--- config.mk ---
export PLATFORM = sky130hd
export DESIGN_NAME = serial_magnitude_comparator
export DESIGN_NICKNAME = d
export VERILOG_FILES = /design/src/rtl/serial_magnitude_comparator.sv
export SDC_FILE = /design/constraint.sdc
export NUM_CORES = 1
export LEC_CHECK = 0
export BUFFER_PORTS_ARGS = -buffer_cell sky130_fd_sc_hd__buf_4
export CAP_MARGIN = 10
export CORE_MARGIN = 8
export CORE_UTILIZATION = 30
export CTS_CLUSTER_DIAMETER = 200
export CTS_CLUSTER_SIZE = 8
export DETAILED_ROUTE_END_ITERATION = 10
export SLEW_MARGIN = 20
export SYNTH_ARGS = -nofsm -noshare
export SYNTH_HDL_FRONTEND = slang
export SYNTH_SLANG_ARGS = --single-unit
export TNS_END_PERCENT = 50
--- constraint.sdc ---
create_clock -name clk -period 2.8 [get_ports clk]
set_clock_uncertainty 0.15 [all_clocks]
set_input_delay 0 -clock clk [delete_from_list [all_inputs] [get_ports clk]]
set_output_delay 0 -clock clk [all_outputs]
set_load 0.1 [all_outputs]
--- src/rtl/serial_magnitude_comparator.sv ---
// Serial magnitude comparator. It latches two WIDTH-bit operands and scans
// them MSD-first, DIGIT bits per cycle. The scan stops at the first digit
// that differs. It reports eq/gt/lt and one relation picked by mode.
// Optional build macro: SERIAL_CMP_SIGNED_EN compares the operands as two's
// complement values. It does this by flipping the sign bit of each operand
// when it is latched.
module serial_magnitude_comparator #(
    parameter int WIDTH = 8,
    parameter int DIGIT = 1
) (
    input  logic             clk,
    input  logic             rst,
    input  logic             start,
    input  logic [WIDTH-1:0] a,
    input  logic [WIDTH-1:0] b,
    input  logic [2:0]       mode,
    output logic             busy,
    output logic             done,
    output logic             result,
    output logic             eq,
    output logic             gt,
    output logic             lt
);

    localparam int NDIG = WIDTH / DIGIT;
    localparam int IDXW = (NDIG > 1) ? $clog2(NDIG) : 1;
    localparam logic [IDXW-1:0] MSD = IDXW'(NDIG - 1);

    typedef enum logic [1:0] {IDLE, SCAN, DONE} state_t;

    state_t           state_q, state_d;
    logic [WIDTH-1:0] a_q, a_d, b_q, b_d;
    logic [2:0]       mode_q, mode_d;
    logic [IDXW-1:0]  idx_q, idx_d;
    logic             result_q, result_d;
    logic             eq_q, eq_d, gt_q, gt_d, lt_q, lt_d;

    logic [WIDTH-1:0] a_lat, b_lat;
    logic [DIGIT-1:0] dig_a, dig_b;

`ifdef SERIAL_CMP_SIGNED_EN
    // Flipping the sign bit turns two's-complement order into unsigned order.
    assign a_lat = {~a[WIDTH-1], a[WIDTH-2:0]};
    assign b_lat = {~b[WIDTH-1], b[WIDTH-2:0]};
`else
    assign a_lat = a;
    assign b_lat = b;
`endif

    assign dig_a = a_q[int'(idx_q)*DIGIT +: DIGIT];
    assign dig_b = b_q[int'(idx_q)*DIGIT +: DIGIT];

    // Relation select. Codes 110 and 111 are unused and give 0.
    function automatic logic sel_rel(input logic [2:0] m, input logic e,
                                     input logic g, input logic l);
        case (m)
            3'b000:  sel_rel = e;
            3'b001:  sel_rel = ~e;
            3'b010:  sel_rel = l;
            3'b011:  sel_rel = l | e;
            3'b100:  sel_rel = g;
            3'b101:  sel_rel = g | e;
            default: sel_rel = 1'b0;
        endcase
    endfunction

    // State and datapath registers. Reset clears everything, so a scan that
    // is in progress is dropped and produces no done pulse.
    always_ff @(posedge clk or posedge rst) begin
        if (rst) begin
            state_q  <= IDLE;
            a_q      <= '0;
            b_q      <= '0;
            mode_q   <= '0;
            idx_q    <= '0;
            result_q <= 1'b0;
            eq_q     <= 1'b0;
            gt_q     <= 1'b0;
            lt_q     <= 1'b0;
        end else begin
            state_q  <= state_d;
            a_q      <= a_d;
            b_q      <= b_d;
            mode_q   <= mode_d;
            idx_q    <= idx_d;
            result_q <= result_d;
            eq_q     <= eq_d;
            gt_q     <= gt_d;
            lt_q     <= lt_d;
        end
    end

    // Next-state and datapath logic. Flags clear when a start is accepted and
    // are loaded when the FSM enters DONE. start is ignored outside IDLE.
    always_comb begin
        state_d  = state_q;
        a_d      = a_q;
        b_d      = b_q;
        mode_d   = mode_q;
        idx_d    = idx_q;
        result_d = result_q;
        eq_d     = eq_q;
        gt_d     = gt_q;
        lt_d     = lt_q;
        case (state_q)
            IDLE: begin
                if (start) begin
                    a_d      = a_lat;
                    b_d      = b_lat;
                    mode_d   = mode;
                    idx_d    = MSD;
                    result_d = 1'b0;
                    eq_d     = 1'b0;
                    gt_d     = 1'b0;
                    lt_d     = 1'b0;
                    state_d  = SCAN;
                end
            end
            SCAN: begin
                if (dig_a != dig_b) begin
                    gt_d     = dig_a > dig_b;
                    lt_d     = dig_a < dig_b;
                    eq_d     = 1'b0;
                    result_d = sel_rel(mode_q, 1'b0, dig_a > dig_b, dig_a < dig_b);
                    state_d  = DONE;
                end else if (idx_q == '0) begin
                    eq_d     = 1'b1;
                    gt_d     = 1'b0;
                    lt_d     = 1'b0;
                    result_d = sel_rel(mode_q, 1'b1, 1'b0, 1'b0);
                    state_d  = DONE;
                end else begin
                    idx_d = idx_q - IDXW'(1);
                end
            end
            DONE:    state_d = IDLE;
            default: state_d = IDLE;
        endcase
    end

    assign busy   = (state_q == SCAN);
    assign done   = (state_q == DONE);
    assign result = result_q;
    assign eq     = eq_q;
    assign gt     = gt_q;
    assign lt     = lt_q;

endmodule

==> flow_metrics.env <==
export IMPL_status="completed"
export IMPL_syn_to_final_growth_pct=36.0
export IMPL_grt_pass1_wl_mm=4.74
export IMPL_avgRoutedWirePerCell_um=13.4
export IMPL_tightest_slew_ns=0.585
export IMPL_cts_buffers=3
export IMPL_h_tree_depth=1
export IMPL_dieHeight_um=84.3
export IMPL_grt_overflow=0
export IMPL_layout_drive_gt1_share=0.333
export IMPL_netlist_cell_type_count=29
export IMPL_first_global_vias=1067
export IMPL_row_count=25
export IMPL_drv_slew=0
export IMPL_syn_inst=108
export IMPL_final_setup_tns_ns=0
export IMPL_diodes=0
export IMPL_synth_seq_area_share=0.501
export IMPL_dpl_cell_count=186
export IMPL_cts_clk_slew_worst_paths_ns=0.09
export IMPL_maxSlewHeadroom=0.610
export IMPL_cts_tree="done"
export IMPL_fin_nets=187
export IMPL_crit_type="reg -> reg"
export IMPL_peakVddDrop_mv=0.392
export IMPL_cap_violations=0
export IMPL_drt_iter0_markers=41
export IMPL_cts_root_buf="clkbuf_8"
export IMPL_clk_latency_ns=0.27
export IMPL_fillCellCount=412
export IMPL_yosys_warnings=0
export IMPL_p_leak_uw=0.000883
export IMPL_clock_fmax_ghz=0.388
export IMPL_viasPerCell=4.82
export IMPL_cp_max_fo=10
export IMPL_required_ns=2.81
export IMPL_ys_ff_latch=28
export IMPL_grt_max_degree=29
export IMPL_drc_errors=0
export IMPL_cts_sinks=28
export IMPL_ant_nets=0
export IMPL_seq_area_sq_um=702
export IMPL_cts_buffer_depth=2
export IMPL_setup_violations=0
export IMPL_power_density_mw_per_mm2=992
export IMPL_setup_ws_ns=0.220
export IMPL_synth_nets=137
export IMPL_dpl_hpwl_mm=2.06
export IMPL_core_area_sq_mm=0.00460
export IMPL_post_place_ws_ns=0.156
export IMPL_syn_area_per_cell_sq_um=12.9
export IMPL_firstDrtPassIters=4
export IMPL_hold_viol=0
export IMPL_layout_cells_non_filler=210
export IMPL_cp_arrival_ns=2.60
export IMPL_period_needed_ns=2.58
export IMPL_final_period_utilization=0.922
export IMPL_multi_input_area_sq_um=643
export IMPL_die_w_um=84.3
export IMPL_antenna_found_initial=0
export IMPL_syn_area_sq_mm=0.00140
export IMPL_critPathLaunchType="flop"
export IMPL_grt_total_usage=0.0795
export IMPL_rsz0062_at_grt="false"
export IMPL_ios=28
export IMPL_endpoint_kind="flop"
export IMPL_power_uw=1890
export IMPL_fin_util=0.413
export IMPL_io_buffers=27
export IMPL_dieArea_sq_mm=0.00710
export IMPL_vias=1012
export IMPL_hold_class="in -> async"
export IMPL_place_congestion=0.737
export IMPL_wl_mm=2.82
export IMPL_initial_core_util=0.304
final timing paths:
kind,slack [ns],depth (start not counted),startpoint,endpoint
min reg2reg,0.36,1,lt$_DFFE_PP0P_,lt$_DFFE_PP0P_
max,0.22,7,idx_q[0]$_DFFE_PP0P_,gt$_DFFE_PP0P_
min,0.20,3,rst,a_q[1]$_DFFE_PP0P_
min in group clk,0.33,4,mode[1],mode_q[1]$_DFFE_PP0P_
max in group asynchronous,1.88,3,rst,idx_q[0]$_DFFE_PP0P_
max reg2reg,0.22,7,idx_q[0]$_DFFE_PP0P_,gt$_DFFE_PP0P_
report_power, final:
group / switching (uW) / internal [uW] / leakage (uW)
combinational: 509 / 452 / 0.000529
clock: 117 / 96.5 / 0.0000216
sequential: 134 / 577 / 0.000333
total: 760 / 1130 / 0.000883
flip-flops by register name (all words and copies together), names as in the netlist, 2 cells and up:
| name | cells |
|---|---|
| idx_q | 3 |
| mode_q | 3 |
| b_q | 8 |
| state_q | 2 |
| a_q | 8 |
metal layers:
metal,wire length (um),part of all wire,vias to the layer above,global-route usage
met3,122,0.043,2,0.0223
li1,-,-,490,-
met5,0,0,-,0
met1,1370,0.49,495,0.100
met2,1300,0.46,25,0.128
met4,23,0.0082,0,0.0235
repair_timing:
action                                 4_1_cts  5_1_grt
setup endpoints to repair                    0        2
gates resized for setup                      0        1
setup buffers                                0        0
endpoints found under the hold margin       48        0
hold buffers                                21        0
critical path, cell delays in order (launching register included):
cell     delay (ns)
dfrtp_2        0.47
mux4_1         0.57
mux2i_1        0.20
inv_1          0.10
ha_1           0.46
and2_1         0.23
nor2b_2        0.07
a22o_1         0.22
cell usage after synthesis:
master	n	share of area
nand4b_1	3	0.019
mux4_1	4	0.075
o31a_1	1	0.0063
inv_1	7	0.019
o2bb2ai_1	1	0.0063
nor3_1	1	0.0036
a211o_1	1	0.0063
clkbuf_1	1	0.0027
and2_1	1	0.0045
nand3_1	2	0.0072
a21oi_1	4	0.014
nor2_1	4	0.011
a22oi_1	1	0.0054
ha_1	7	0.063
nor2b_2	1	0.0063
nor3b_1	1	0.0054
nor2_2	1	0.0045
nor2b_1	2	0.0090
nand2b_1	2	0.0090
mux2i_1	2	0.014
buf_2	1	0.0036
xnor2_1	1	0.0063
dfrtp_1	28	0.50
buf_6	1	0.0081
mux2_2	17	0.14
buf_4	1	0.0054
nand2_1	4	0.011
o21ai_0	5	0.018
a22o_1	3	0.019
logic make-up (layout without fill, tap and decap cells):
kind of cell | after synthesis | count (layout) | share of synthesized area
buffers and inverters | 11 | 59 | 0.0385
XOR/XNOR | 1 | 1 | 0.00627
adder cells (fa/ha/maj) | 7 | 7 | 0.0627
AO/OA/AOI/OAI | 16 | 16 | 0.0752
multiplexers | 23 | 23 | 0.226
flip-flops | 28 | 28 | 0.501
AND/OR/NAND/NOR | 22 | 22 | 0.0895
layout by cell type, fill, tap and decap left out, types with 2 or more instances in the layout:
cell type       n
mux2_2         17
a22o_1          3
dfrtp_1        27
nand2b_1        2
nand4b_1        3
nand2_1         4
dlygate4sd3_1  21
inv_1           6
ha_1            7
mux2i_1         2
nand3_1         2
o21ai_0         5
nor2b_1         2
mux4_1          4
buf_4          28
nor2_1          4
clkbuf_8        3
a21oi_1         4
area by class of cell:
cell class                      instances  area share
Multi-Input combinational cell         69       0.338
Inverter                                7      0.0138
Clock buffer                            3      0.0217
Tap cell                               54      0.0355
Sequential cell                        28       0.369
Timing Repair Buffer                   49       0.221
per-stage QoR:
stage	cell area (sq um)	hold slack (ns)
after floorplan	1400	-0.0846
after global placement	1650	0.0626
after detailed placement	1650	0.0626
after CTS	1900	0.320
after global routing	1900	0.235
final	1900	0.197
No activity file was read; power rests on OpenSTA's default activity.
